`config.mk`:
```
export PLATFORM = sky130hd
export DESIGN_NAME = cus43_tilegen
export DESIGN_NICKNAME = d
export VERILOG_FILES = /design/src/rtl/cus43_tilegen.sv
export SDC_FILE = /design/constraint.sdc
export NUM_CORES = 1
export LEC_CHECK = 0
export ABC_AREA = 1
export CORE_UTILIZATION = 60
export CTS_CLUSTER_SIZE = 24
export DETAILED_ROUTE_END_ITERATION = 8
export HOLD_SLACK_MARGIN = 0.15
export MAX_ROUTING_LAYER = met4
export PLACE_DENSITY = 0.82
export SLEW_MARGIN = 20
export SYNTH_ARGS = -nofsm -noshare
export SYNTH_HDL_FRONTEND = slang
export SYNTH_SLANG_ARGS = --single-unit
```
`constraint.sdc`:
```
create_clock -name CLK_6M -period 4.8 [get_ports CLK_6M]
set_input_delay 0.48 -clock CLK_6M [delete_from_list [all_inputs] [get_ports CLK_6M]]
set_output_delay 0.48 -clock CLK_6M [all_outputs]
set_load 0.02 [all_outputs]
```
`src/rtl/cus43_tilegen.sv`:
```
// Two-layer tile pixel serialiser with fine scroll and priority mix
// against an upstream pixel; all outputs registered on CLK_6M.
module cus43_tilegen (
    input  logic        CLK_6M,
    input  logic        RST,
    input  logic        CLK_2H,
    input  logic [2:0]  PRI,
    input  logic [7:0]  CLI,
    input  logic [2:0]  DTI,
    input  logic [11:0] GDI,
    input  logic [7:0]  MDI,
    input  logic [2:0]  CA,
    input  logic        WE,
    input  logic        LATCH,
    input  logic        FLIP,
    input  logic        HA2,
    input  logic        HB2,
    output logic [2:0]  PRO,
    output logic [7:0]  CLO,
    output logic [2:0]  DTO
);

    localparam logic [2:0]  DOT_CLR = 3'b111;
    localparam logic [10:0] PIX_CLR = {DOT_CLR, 8'h00};

    // Index 0 is layer A, index 1 is layer B throughout.
    logic [1:0][1:0]        fx_stg_q, fx_stg_d;
    logic [1:0][1:0]        fx_act_q, fx_act_d;
    logic [1:0][2:0]        pr_stg_q, pr_stg_d;
    logic [1:0][2:0]        pr_act_q, pr_act_d;

    logic [1:0]             load;
    logic [1:0][3:0][2:0]   shf_q, shf_d;
    logic [1:0][7:0]        col_q, col_d;
    logic [1:0][2:0][10:0]  dly_q, dly_d;
    logic [1:0][10:0]       pix_now;
    logic [1:0][10:0]       pix_tap;

    logic [2:0]             pro_q, pro_d;
    logic [7:0]             clo_q, clo_d;
    logic [2:0]             dto_q, dto_d;

    function automatic logic [2:0] px(input logic [11:0] g,
                                      input logic [1:0]  b);
        return {g[{2'b10, b}], g[{2'b01, b}], g[{2'b00, b}]};
    endfunction

    assign load[0] = HA2 & ~CLK_2H;
    assign load[1] = HB2 & CLK_2H;

    // Staged/active register file; LATCH sees the pre-write staged value.
    always_comb begin
        fx_stg_d = fx_stg_q;
        pr_stg_d = pr_stg_q;
        fx_act_d = fx_act_q;
        pr_act_d = pr_act_q;
        if (LATCH) begin
            fx_act_d = fx_stg_q;
            pr_act_d = pr_stg_q;
        end
        if (WE) begin
            case (CA[1:0])
                2'd0:    fx_stg_d[CA[2]] = MDI[1:0];
                2'd1:    pr_stg_d[CA[2]] = MDI[2:0];
                default: ;
            endcase
        end
    end

    always_comb begin
        shf_d = shf_q;
        col_d = col_q;
        for (int l = 0; l < 2; l++) begin
            if (load[l]) begin
                for (int n = 0; n < 4; n++) begin
                    shf_d[l][n] = px(GDI, FLIP ? 2'(n) : ~2'(n));
                end
                col_d[l] = MDI;
            end else begin
                shf_d[l][0] = shf_q[l][1];
                shf_d[l][1] = shf_q[l][2];
                shf_d[l][2] = shf_q[l][3];
                shf_d[l][3] = DOT_CLR;
            end
        end
    end

    always_comb begin
        pix_now = '0;
        pix_tap = '0;
        dly_d   = dly_q;
        for (int l = 0; l < 2; l++) begin
            pix_now[l]  = {shf_q[l][0], col_q[l]};
            dly_d[l][0] = pix_now[l];
            dly_d[l][1] = dly_q[l][0];
            dly_d[l][2] = dly_q[l][1];
            case (fx_act_q[l])
                2'd0:    pix_tap[l] = pix_now[l];
                2'd1:    pix_tap[l] = dly_q[l][0];
                2'd2:    pix_tap[l] = dly_q[l][1];
                default: pix_tap[l] = dly_q[l][2];
            endcase
        end
    end

    // B is tried first so A wins ties with B; >= lets layers win ties
    // with whatever they are compared against.
    always_comb begin
        pro_d = PRI;
        clo_d = CLI;
        dto_d = DTI;
        for (int l = 1; l >= 0; l--) begin
            if (pix_tap[l][10:8] != DOT_CLR && pr_act_q[l] >= pro_d) begin
                pro_d = pr_act_q[l];
                clo_d = pix_tap[l][7:0];
                dto_d = pix_tap[l][10:8];
            end
        end
    end

    always_ff @(posedge CLK_6M) begin
        if (RST) begin
            fx_stg_q <= '0;
            fx_act_q <= '0;
            pr_stg_q <= '0;
            pr_act_q <= '0;
            shf_q    <= {8{DOT_CLR}};
            col_q    <= '0;
            dly_q    <= {6{PIX_CLR}};
            pro_q    <= '0;
            clo_q    <= '0;
            dto_q    <= '0;
        end else begin
            fx_stg_q <= fx_stg_d;
            fx_act_q <= fx_act_d;
            pr_stg_q <= pr_stg_d;
            pr_act_q <= pr_act_d;
            shf_q    <= shf_d;
            col_q    <= col_d;
            dly_q    <= dly_d;
            pro_q    <= pro_d;
            clo_q    <= clo_d;
            dto_q    <= dto_d;
        end
    end

    assign PRO = pro_q;
    assign CLO = clo_q;
    assign DTO = dto_q;

endmodule

```
==> metrics.md, run 1 <==
| Metric | Value |
|---|---|
| Max-slew violation count | 0 |
| Total CTS buffers | 17 |
| PortBufs | 58 |
| Worst Hold Path Cells | 2 |
| Initial DRT Pass Iterations | 5 |
| Vias per cell | 5.290 |
| Setup Fix Bufs, Post-CTS | 0 |
| Via Count | 4740 |
| Global-route wire length before repair | 21360 µm |
| Worst min path class | reg -> reg |
| Cell area after synthesis | 5594 µm² |
| Setup violators final | 0 |
| Layout cells sized above 1 | 11.42% |
| Clock transition at the registers of the reported paths | 70 ps |
| Syn Inst Count | 723 |
| WS Path Type | reg -> reg |
| WP data arrival | 3790 ps |
| Slew @ Worst Pin | 893.3 ps |
| PwrDens | 450.8 nW/µm² |
| Final nets | 826 |
| Most common cell after layout, fill and taps aside | nand2_1 |
| Most frequent cells in the layout | nand2_1, dfxtp_1, inv_1, nor2_1, clkdlybuf4s50_1 |
| Die area | 9714 µm² |
| Core Rows | 34 |
| Post-synthesis sequential area ratio | 50.10% |
| Total wire length | 13210 µm |
| Clk sinks | 140 |
| Pin count of the biggest net entering global routing | 50 |
| Cts repair resizes | 0 |
| Result of the run | finished, final reports clean |
| Area growth, synth to finish | 21.29% |
| YS warnings | 0 |
| Antenna-violating nets left | 0 |
| Root Driver | clkbuf_8 |
| Setup total negative slack | 0 ps |
| Critical Path RT | 5240 ps |
| CTS H-tree depth | 4 |
| Worst Reg-to-Reg Cells | 17 |
| Core Region | 8891 µm² |
| GPL Wtd Cong | 0.8646 |
| Mapped Nets | 774 |
| Final period utilization | 69.68% |
| Post-DP HPWL | 8989 µm |
| Relative slew slack | 40.38% |
| Pwr Total | 3.059 mW |
| LEAKAGE | 2.964 nW |
| Startpoint Class | flop |
| Yosys top cell by area | dfxtp_1 |
| DR WL/cell | 14.74 µm |
| TritonCTS clock tree | yes |
| Initial core utilization | 62.92% |
| Fmax | 299.0 MHz |
| Synth Register Bits | 140 |
| Final hold vios | 0 |
| Crit end category | flop |
| Critical Path Fanout Max | 18 |
| Die height | 98.56 µm |
| Tmin final | 3344 ps |
| Post-synth EDFFs | 0 |
| Post-synth ARST share | 0% |
| Dominant cells by area after synthesis | dfxtp_1, nand2_1, inv_1, nor2_1, a21oi_1 |
| Average size of a mapped cell | 7.737 µm² |
| Overflow after GRT | 0 |
| Netlist cell types | 39 |
| Vias in the first global route | 4539 |
| # fillers | 644 |
| Chip width | 98.56 µm |
| Clock Skew | 15.93 ps |
| Ys flop type | dfxtp_1 |
| VDD IR max | 0.0002564 V |
| Hold buffers post-CTS | 0 |
| Yosys top cell area share | 50.10% |
| Max_cap viols | 0 |
| Initial antenna violation count | 0 |
| Post-route DRC | 0 |
| Overall routing resource usage | 29.40% |
| Top Ports | 59 |
| CTS Buffer Depth | 2 |
| N_diodes | 0 |
| RSZ-0062 raised after global routing | false |
| DRT iter0 DRCs | 253 |
| Worst skew pair latency | 540 ps |
[kinds of logic after synthesis]
logic type	synth area share (%)
buf+inv	10.29
flops	50.10
fa+ha+maj	1.342
compound gates	11.16
simple gates	27.11
[where the power goes]
group	leakage (nW)	total (mW)	internal [mW]	switching [mW]
combinational	1.52	0.440	0.176	0.265
sequential	1.15	1.27	1.23	0.0366
clock	0.296	1.35	0.770	0.580
total	2.96	3.06	2.18	0.881
[worst max-delay path, stage by stage (launching register included)]
cell and delay, ps:
dfxtp_1 440, nor2_2 460, nand2_1 100, nand3_1 120, nand2_2 90, nor2_4 110, nand2_4 90, nand2_8 110
nand2_1 80, and2_1 160, ha_1 310, nand2_1 60, o211ai_1 460, nand2_4 250, o21ai_0 250, inv_1 60
nand2_1 60, inv_1 30
[final timing paths]
path | endpoint | start | slack [ps]
setup reg to reg | PRO[2]$_SDFF_PP0_ | fx_act_q[2]$_SDFFE_PP0P_ | 1460
hold / removal | dly_d[59]$_SDFF_PP0_ | dly_d[48]$_SDFF_PP0_ | 410
hold reg to reg | dly_d[59]$_SDFF_PP0_ | dly_d[48]$_SDFF_PP0_ | 410
setup / recovery | PRO[2]$_SDFF_PP0_ | fx_act_q[2]$_SDFFE_PP0P_ | 1460
[layer usage]
| layer | track usage [%] | wire [µm] | up-vias |
|---|---|---|---|
| met5 | - | 0 | - |
| met4 | 12.86 | 314 | 0 |
| met3 | 5.816 | 723 | 33 |
| met2 | 49.67 | 6475 | 163 |
| met1 | 34.04 | 5693 | 2170 |
| li1 | - | - | 2374 |
[flip-flops by register name (all words and copies together), names as in the netlist]
register / count
CLO: 8
DTO: 3
PRO: 3
col_q: 16
dly_d: 50
dly_q: 22
fx_act_q: 4
fx_stg_q: 4
pr_act_q: 6
pr_stg_q: 6
shf_q: 18
[layout make-up]
| class | instances | area (µm²) | area share [%] |
|---|---|---|---|
| multi-input combinational | 442 | 2216 | 32.66 |
| timing repair buffer | 59 | 583.1 | 8.593 |
| clock buffer | 17 | 414.1 | 6.104 |
| inverter | 115 | 439.2 | 6.472 |
| sequential | 140 | 2803 | 41.31 |
| clock inverter | 15 | 195.2 | 2.877 |
| tap | 108 | 135.1 | 1.992 |
[cells in the mapped netlist, types with 3 or more instances]
cell / n
nand2_1: 155
dfxtp_1: 140
inv_1: 104
nor2_1: 72
a21oi_1: 51
o21ai_0: 40
nand3_1: 38
or2_2: 18
clkbuf_1: 17
nand4_1: 10
inv_2: 9
nand2_2: 9
a2bb2oi_1: 8
ha_1: 6
nand3_2: 4
o2111ai_1: 4
buf_1: 3
buf_6: 3
nand2_4: 3
or2_1: 3
[stage by stage]
| stage | area (µm²) | util, % | hold slack (ps) | setup WS (ps) | instances |
|---|---|---|---|---|---|
| 6_report | 6785 | 76.32 | 413.3 | 1456 | 896 |
| 5_1_grt | 6785 | 76.32 | 439.7 | 1117 | 896 |
| 4_1_cts | 6785 | 76.32 | 412.9 | 1479 | 896 |
| 3_5_place_dp | 6176 | 69.46 | 409.7 | 1006 | 864 |
| 3_3_place_gp | 6176 | 69.46 | 404.9 | 1156 | 864 |
| 2_1_floorplan | 5594 | - | 399.4 | 1922 | 723 |
Power figures use the tool's default switching activity.
==> run 2, diff against run 1 <==
--- a/config.mk
+++ b/config.mk
@@ -6,12 +6,12 @@
 export NUM_CORES = 1
 export LEC_CHECK = 0
 export ABC_AREA = 1
-export CORE_UTILIZATION = 60
+export CORE_UTILIZATION = 51
 export CTS_CLUSTER_SIZE = 24
 export DETAILED_ROUTE_END_ITERATION = 8
 export HOLD_SLACK_MARGIN = 0.15
 export MAX_ROUTING_LAYER = met4
-export PLACE_DENSITY = 0.82
+export PLACE_DENSITY = 0.74
 export SLEW_MARGIN = 20
 export SYNTH_ARGS = -nofsm -noshare
 export SYNTH_HDL_FRONTEND = slang
==> constraint.sdc (replaced) <==
create_clock -name CLK_6M -period 3 [get_ports CLK_6M]
set_input_delay 0.3 -clock CLK_6M [delete_from_list [all_inputs] [get_ports CLK_6M]]
set_output_delay 0.3 -clock CLK_6M [all_outputs]
set_load 0.02 [all_outputs]
==> run 2 against run 1 <==
Against the previous run: sequential power up 60%; flip-flop and latch count unchanged; clock power up 50%; utilization down 11 points; register-to-register slack worse by 1300 ps; critical path type unchanged; largest power group is now sequential cells; sequential share of layout area down 0.58 points.
==> metrics.md, run 2 (synthesized netlist as in run 1, its figures left out) <==
| Metric | Value |
|---|---|
| Critical Path RT | 3430 ps (-1810 ps) |
| Core Region | 10460 µm² (+18%) |
| Crit end category | flop |
| VDD IR max | 0.0003035 V (+18%) |
| WS Path Type | reg -> reg |
| Setup total negative slack | 0 ps (unchanged) |
| Die height | 106.7 µm (+8.3%) |
| Clk sinks | 140 (unchanged) |
| Max-slew violation count | 0 (unchanged) |
| DR WL/cell | 13.36 µm (-9.4%) |
| Dpl cell area | 6299 µm² (+2.0%) |
| Initial core utilization | 53.47% (-9.5 points) |
| Die area | 11390 µm² (+17%) |
| Initial DRT Pass Iterations | 4 (-1) |
| Worst min path class | in -> reg |
| Max reg flops | 50 (unchanged) |
| Max_cap viols | 0 (unchanged) |
| N_diodes | 0 (unchanged) |
| CTS H-tree depth | 4 (unchanged) |
| Vias in the first global route | 4435 (-2.3%) |
| Startpoint Class | flop |
| Multi-input logic area | 2221 µm² (+0.23%) |
| LEAKAGE | 3.009 nW (+1.5%) |
| PortBufs | 58 (unchanged) |
| Total CTS buffers | 17 (unchanged) |
| Sw Share | 25.35% (-3.5 points) |
| Fin cells | 934 (+4.2%) |
| Result of the run | finished, final reports clean |
| Overall routing resource usage | 24.21% (-5.2 points) |
| Setup violators final | 0 (unchanged) |
| Final nets | 836 (+1.2%) |
| Clock transition at the registers of the reported paths | 60 ps (about the same) |
| Setup Fix Bufs, Post-CTS | 0 (unchanged) |
| WP data arrival | 3250 ps (-540 ps) |
| RSZ-0062 raised after global routing | false |
| Area growth, synth to finish | 23.08% |
| Layout cells sized above 1 | 12.16% (+0.73 points) |
| Tmin final | 2823 ps (-521.4 ps) |
| Post-route DRC | 0 (unchanged) |
| Most common cell after layout, fill and taps aside | nand2_1 |
| Hold buffers post-CTS | 0 (unchanged) |
| # fillers | 887 (+38%) |
| Cts repair resizes | 0 (unchanged) |
| Total wire length | 12480 µm (-5.5%) |
| Design area | 6885 µm² (+1.5%) |
| TritonCTS clock tree | yes |
| Clock Skew | 7.184 ps (-8.748 ps) |
| Slew @ Worst Pin | 966.0 ps (+72.74 ps) |
| Pin count of the biggest net entering global routing | 66 (+32%) |
| Post-DP HPWL | 8925 µm (-0.72%) |
| Vias per cell | 5.004 (-5.4%) |
| Global-route wire length before repair | 20590 µm (-3.6%) |
| Relative slew slack | 35.36% (-5.0 points) |
| Post-Place Setup Slack | -153.9 ps (-1160 ps) |
| Register area | 2804 µm² (about the same) |
| CTS Buffer Depth | 2 (unchanged) |
| GPL Wtd Cong | 0.8691 (+0.52%) |
| Reg power frac | 42.3% (+0.8 points) |
| Worst skew pair latency | 520 ps (-20 ps) |
| Most frequent cells in the layout | nand2_1, dfxtp_1, inv_1, nor2_1, clkdlybuf4s50_1 |
| Fmax | 354.2 MHz (+18%) |
| DRT iter0 DRCs | 239 (-5.5%) |
| Chip width | 106.7 µm (+8.3%) |
| Cell-internal power | 3.583 mW (+65%) |
| Top Ports | 59 (unchanged) |
| Clock network power share | 42.3% (-1.8 points) |
| Sw power | 1.217 mW (+38%) |
| Pwr Total | 4.800 mW (+57%) |
| Critical Path Fanout Max | 10 (-8) |
| Initial antenna violation count | 0 (unchanged) |
| Antenna-violating nets left | 0 (unchanged) |
| Cells after DPL | 902 (+4.4%) |
| Final period utilization | 94.10% (+24 points) |
| Overflow after GRT | 0 (unchanged) |
| Core Rows | 37 (+8.8%) |
| Comb power frac | 15.5% (+1.1 points) |
| Final WS setup | 176.9 ps (-1279 ps) |
| Final hold vios | 0 (unchanged) |
| Via Count | 4674 (-1.4%) |
| Root Driver | clkbuf_8 |
| PwrDens | 697.1 nW/µm² (+55%) |
-- run 2: cell types whose count changed in the layout (fill, tap and decap cells not counted), moves of 2 or more --
| cell | before | now |
|---|---|---|
| clkbuf_8 | 1 | 6 |
| clkinv_8 | 2 | 0 |
| clkbuf_1 | 0 | 4 |
| inv_8 | 4 | 1 |
| buf_4 | 1 | 10 |
| clkinv_2 | 0 | 3 |
| inv_6 | 6 | 0 |
-- run 2: worst paths after layout --
path / slack [ps] / endpoint / startpoint / depth (start not counted)
min: 190 / dly_d[24]$_SDFF_PP0_ / RST / 2
max reg2reg: 180 / PRO[1]$_SDFF_PP0_ / fx_act_q[3]$_SDFFE_PP0P_ / 18
min reg2reg: 420 / dly_d[60]$_SDFF_PP0_ / dly_d[49]$_SDFF_PP0_ / 2
max: 180 / PRO[1]$_SDFF_PP0_ / fx_act_q[3]$_SDFFE_PP0P_ / 18
-- run 2: critical path, cell delays in order (launching register included) --
cell	delay [ps]
dfxtp_1	550
nand2_2	120
or2_1	230
nand2_2	120
nor2_4	50
nand2_4	110
nand2_8	80
inv_8	70
nand2_2	50
and2_1	150
ha_1	310
a21oi_1	170
o211ai_1	110
buf_4	170
nand2_4	130
buf_4	140
nand3_1	80
nand2_1	60
inv_1	30
-- run 2: per-layer routing --
layer | part of all wire [%] | wire length, µm | GRT usage, % | vias up
met5 | 0 | 0 | - | -
met4 | 2.3 | 283 | 10.76 | 0
met3 | 5.7 | 710 | 6.383 | 21
met2 | 48 | 6039 | 40.18 | 142
met1 | 44 | 5441 | 27.44 | 2119
li1 | - | - | - | 2392
-- run 2: final cells by class --
class / instances / share of cell area, %
tap: 136 / 2.471
multi-input combinational: 442 / 32.26
clock inverter: 6 / 1.199
timing repair buffer: 69 / 9.740
clock buffer: 26 / 7.232
sequential: 140 / 40.72
inverter: 115 / 6.378
-- run 2: power by group through the flow --
stage / clock network [mW] / registers (mW) / logic [mW]
detailed placement: 0 / 2.07 / 0.737
global route: 2.15 / 2.04 / 0.815
CTS: 2.06 / 2.03 / 0.743
finish: 2.03 / 2.03 / 0.742
floorplan: 0 / 2.10 / 0.424
global placement: 0 / 2.07 / 0.719
-- run 2: per-stage QoR --
step | util [%] | hold slack (ps)
finish | 65.81 | 187.6
global route | 65.81 | 194.0
CTS | 65.75 | 174.1
detailed placement | 60.20 | 410.9
global placement | 60.20 | 405.6
floorplan | - | 399.4
==> run 3, diff against run 2 <==
--- a/config.mk
+++ b/config.mk
@@ -6,6 +6,7 @@
 export NUM_CORES = 1
 export LEC_CHECK = 0
 export ABC_AREA = 1
+export ABC_CLOCK_PERIOD_IN_PS = 3000
 export CORE_UTILIZATION = 51
 export CTS_CLUSTER_SIZE = 24
 export DETAILED_ROUTE_END_ITERATION = 8
==> constraint.sdc (replaced) <==
create_clock -name CLK_6M -period 3 [get_ports CLK_6M]
set_input_delay 0.9 -clock CLK_6M [delete_from_list [all_inputs] [get_ports CLK_6M]]
set_output_delay 0.9 -clock CLK_6M [all_outputs]
set_load 0.02 [all_outputs]
==> run 3 against run 2 <==
Against the previous run: worst hold slack improved by 230 ps; flip-flop and latch count did not move; first-iteration DRC count rose by 9.6%; critical path type unchanged; critical endpoint is now PRO[0]$_SDFF_PP0_; highest routed layer unchanged.
==> metrics.md, run 3 (synthesized netlist as in run 1, its figures left out) <==
| Metric | Value |
|---|---|
| Overall routing resource usage | 25.36% (+1.2 points) |
| Vias in the first global route | 4500 (+1.5%) |
| Max-slew violation count | 0 (unchanged) |
| Area growth, synth to finish | 25.52% |
| Post-DP HPWL | 9292 µm (+4.1%) |
| Chip width | 106.7 µm (unchanged) |
| Die area | 11390 µm² (unchanged) |
| Crit end category | flop |
| Clk sinks | 140 (unchanged) |
| Critical Path RT | 3440 ps (about the same) |
| DR WL/cell | 13.81 µm (+3.4%) |
| WP data arrival | 3190 ps (-60 ps) |
| Initial core utilization | 53.47% (unchanged) |
| Vias per cell | 4.982 (-0.45%) |
| Initial antenna violation count | 0 (unchanged) |
| Setup total negative slack | 0 ps (unchanged) |
| Most common cell after layout, fill and taps aside | nand2_1 |
| Final nets | 847 (+1.3%) |
| Root Driver | clkbuf_8 |
| Reg2reg end | PRO[0]$_SDFF_PP0_ |
| FF-to-FF setup slack | 250 ps (+70 ps) |
| Worst Reg-to-Reg Cells | 18 (unchanged) |
| Clock transition at the registers of the reported paths | 60 ps (about the same) |
| Worst min path class | reg -> reg |
| LEAKAGE | 3.073 nW (+2.1%) |
| Startpoint Class | flop |
| Final hold vios | 0 (unchanged) |
| Max reg flops | 50 (unchanged) |
| Overflow after GRT | 0 (unchanged) |
| WS Path Type | reg -> reg |
| Slew @ Worst Pin | 732.6 ps (-233.4 ps) |
| Final WS setup | 249.1 ps (+72.21 ps) |
| Final core occ | 67.11% (+1.3 points) |
| Total wire length | 13060 µm (+4.6%) |
| Final period utilization | 91.70% (-2.4 points) |
| Relative slew slack | 51.11% (+16 points) |
| CTS Buffer Depth | 2 (unchanged) |
| Top Ports | 59 (unchanged) |
| Antenna-violating nets left | 0 (unchanged) |
| N_diodes | 0 (unchanged) |
| PwrDens | 676.8 nW/µm² (-2.9%) |
| Dpl cell area | 6461 µm² (+2.6%) |
| Pin count of the biggest net entering global routing | 46 (-30%) |
| Result of the run | finished, final reports clean |
| Die height | 106.7 µm (unchanged) |
| Clock Skew | 7.217 ps (+0.03236 ps) |
| Hold buffers post-CTS | 0 (unchanged) |
| CTS H-tree depth | 4 (unchanged) |
| GPL Wtd Cong | 0.8783 (+1.1%) |
| DRT iter0 DRCs | 262 (+9.6%) |
| Core Rows | 37 (unchanged) |
| Most frequent cells in the layout | nand2_1, dfxtp_1, inv_1, nor2_1, clkdlybuf4s50_1 |
| Setup Fix Bufs, Post-CTS | 0 (unchanged) |
| Critical Path Fanout Max | 13 (+3) |
| Layout cells sized above 1 | 15.33% (+3.2 points) |
| Max_cap viols | 0 (unchanged) |
| WHS Endpoint | dly_d[60]$_SDFF_PP0_ |
| Post-Place Setup Slack | -739.6 ps (-585.7 ps) |
| Worst hold start | dly_d[49]$_SDFF_PP0_ |
| Tmin final | 2751 ps (-72.21 ps) |
| TritonCTS clock tree | yes |
| Initial DRT Pass Iterations | 5 (+1) |
| PortBufs | 58 (unchanged) |
| VDD IR max | 0.0003475 V (+14%) |
| Via Count | 4708 (+0.73%) |
| Core Region | 10460 µm² (unchanged) |
| Reg2reg start | fx_act_q[3]$_SDFFE_PP0P_ |
| Worst Hold Path Cells | 2 (unchanged) |
| # fillers | 884 (-0.34%) |
| Post-route DRC | 0 (unchanged) |
| Setup violators final | 0 (unchanged) |
| Global-route wire length before repair | 21330 µm (+3.6%) |
| Design area | 7022 µm² (+2.0%) |
| Worst skew pair latency | 540 ps (+20 ps) |
| Fmax | 363.5 MHz (+2.6%) |
| Total CTS buffers | 17 (unchanged) |
[run 3: cell types whose count changed in the layout (fill, tap and decap cells not counted), moves of 3 or more]
cell | previous run | this run
clkinv_2 | 3 | 7
buf_4 | 10 | 21
clkdlybuf4s50_1 | 57 | 54
ha_1 | 6 | 3
clkbuf_1 | 4 | 1
ha_4 | 0 | 3
clkbuf_8 | 6 | 3
o21ai_1 | 2 | 5
o21ai_0 | 40 | 36
[run 3: repair_timing]
| action | 4_1_cts | 5_1_grt |
|---|---|---|
| resized for setup | 4 | 9 |
| pin swaps | 1 | 3 |
| endpoints found under the setup margin | 14 | 14 |
[run 3: worst max-delay path, cell delays in order (launching register included)]
cell and delay [ps]:
dfxtp_1 540, nand2_2 110, or2_1 230, nand2_2 110
nor2_4 50, nand2_4 110, nand2_8 80, inv_8 70
nand2_2 50, and2_1 150, ha_1 280, nand2_1 50
o211ai_1 190, buf_4 210, nand2_8 100, o21ai_2 140
inv_1 60, nand2_1 60, inv_1 40
[run 3: cell type report]
cell class	instances	area (µm²)	share of cell area, %
timing repair buffer	80	745.7	10.62
inverter	115	451.7	6.433
clock inverter	12	97.59	1.390
multi-input combinational	442	2307	32.86
tap	136	170.2	2.423
clock buffer	20	445.4	6.344
sequential	140	2804	39.93
[run 3: worst max path at each step]
| stage | start | end | slack, ps |
|---|---|---|---|
| floorplan | PRI[2] | DTO[0]$_SDFF_PP0_ | -210 |
| global placement | PRI[2] | PRO[0]$_SDFF_PP0_ | -630 |
| detailed placement | PRI[2] | CLO[5]$_SDFF_PP0_ | -740 |
| CTS | PRI[0] | PRO[0]$_SDFF_PP0_ | 0.7 |
| global route | fx_act_q[3]$_SDFFE_PP0P_ | PRO[0]$_SDFF_PP0_ | -0.6 |
| finish | fx_act_q[3]$_SDFFE_PP0P_ | PRO[0]$_SDFF_PP0_ | 250 |
[run 3: power breakdown]
group          switching [mW]  internal [mW]
registers              0.0559           1.97
logic                   0.453          0.355
clock network           0.781           1.13
total                    1.29           3.46
[run 3: metal layers]
layer | track usage [%] | wire [µm] | up-vias
met3 | 6.261 | 688 | 28
met4 | 11.55 | 386 | 0
li1 | - | - | 2412
met5 | - | 0 | -
met2 | 42.49 | 6344 | 118
met1 | 28.60 | 5634 | 2150
[run 3: metrics by stage]
stage | power, mW | cells | hold WS [ps]
final | 4.752 | 945 | 418.8
after global routing | 4.935 | 945 | 436.0
after CTS | 4.767 | 945 | 421.7
after detailed placement | 2.858 | 913 | 410.3
after global placement | 2.836 | 913 | 406.6
after floorplan | 2.543 | 723 | 399.4
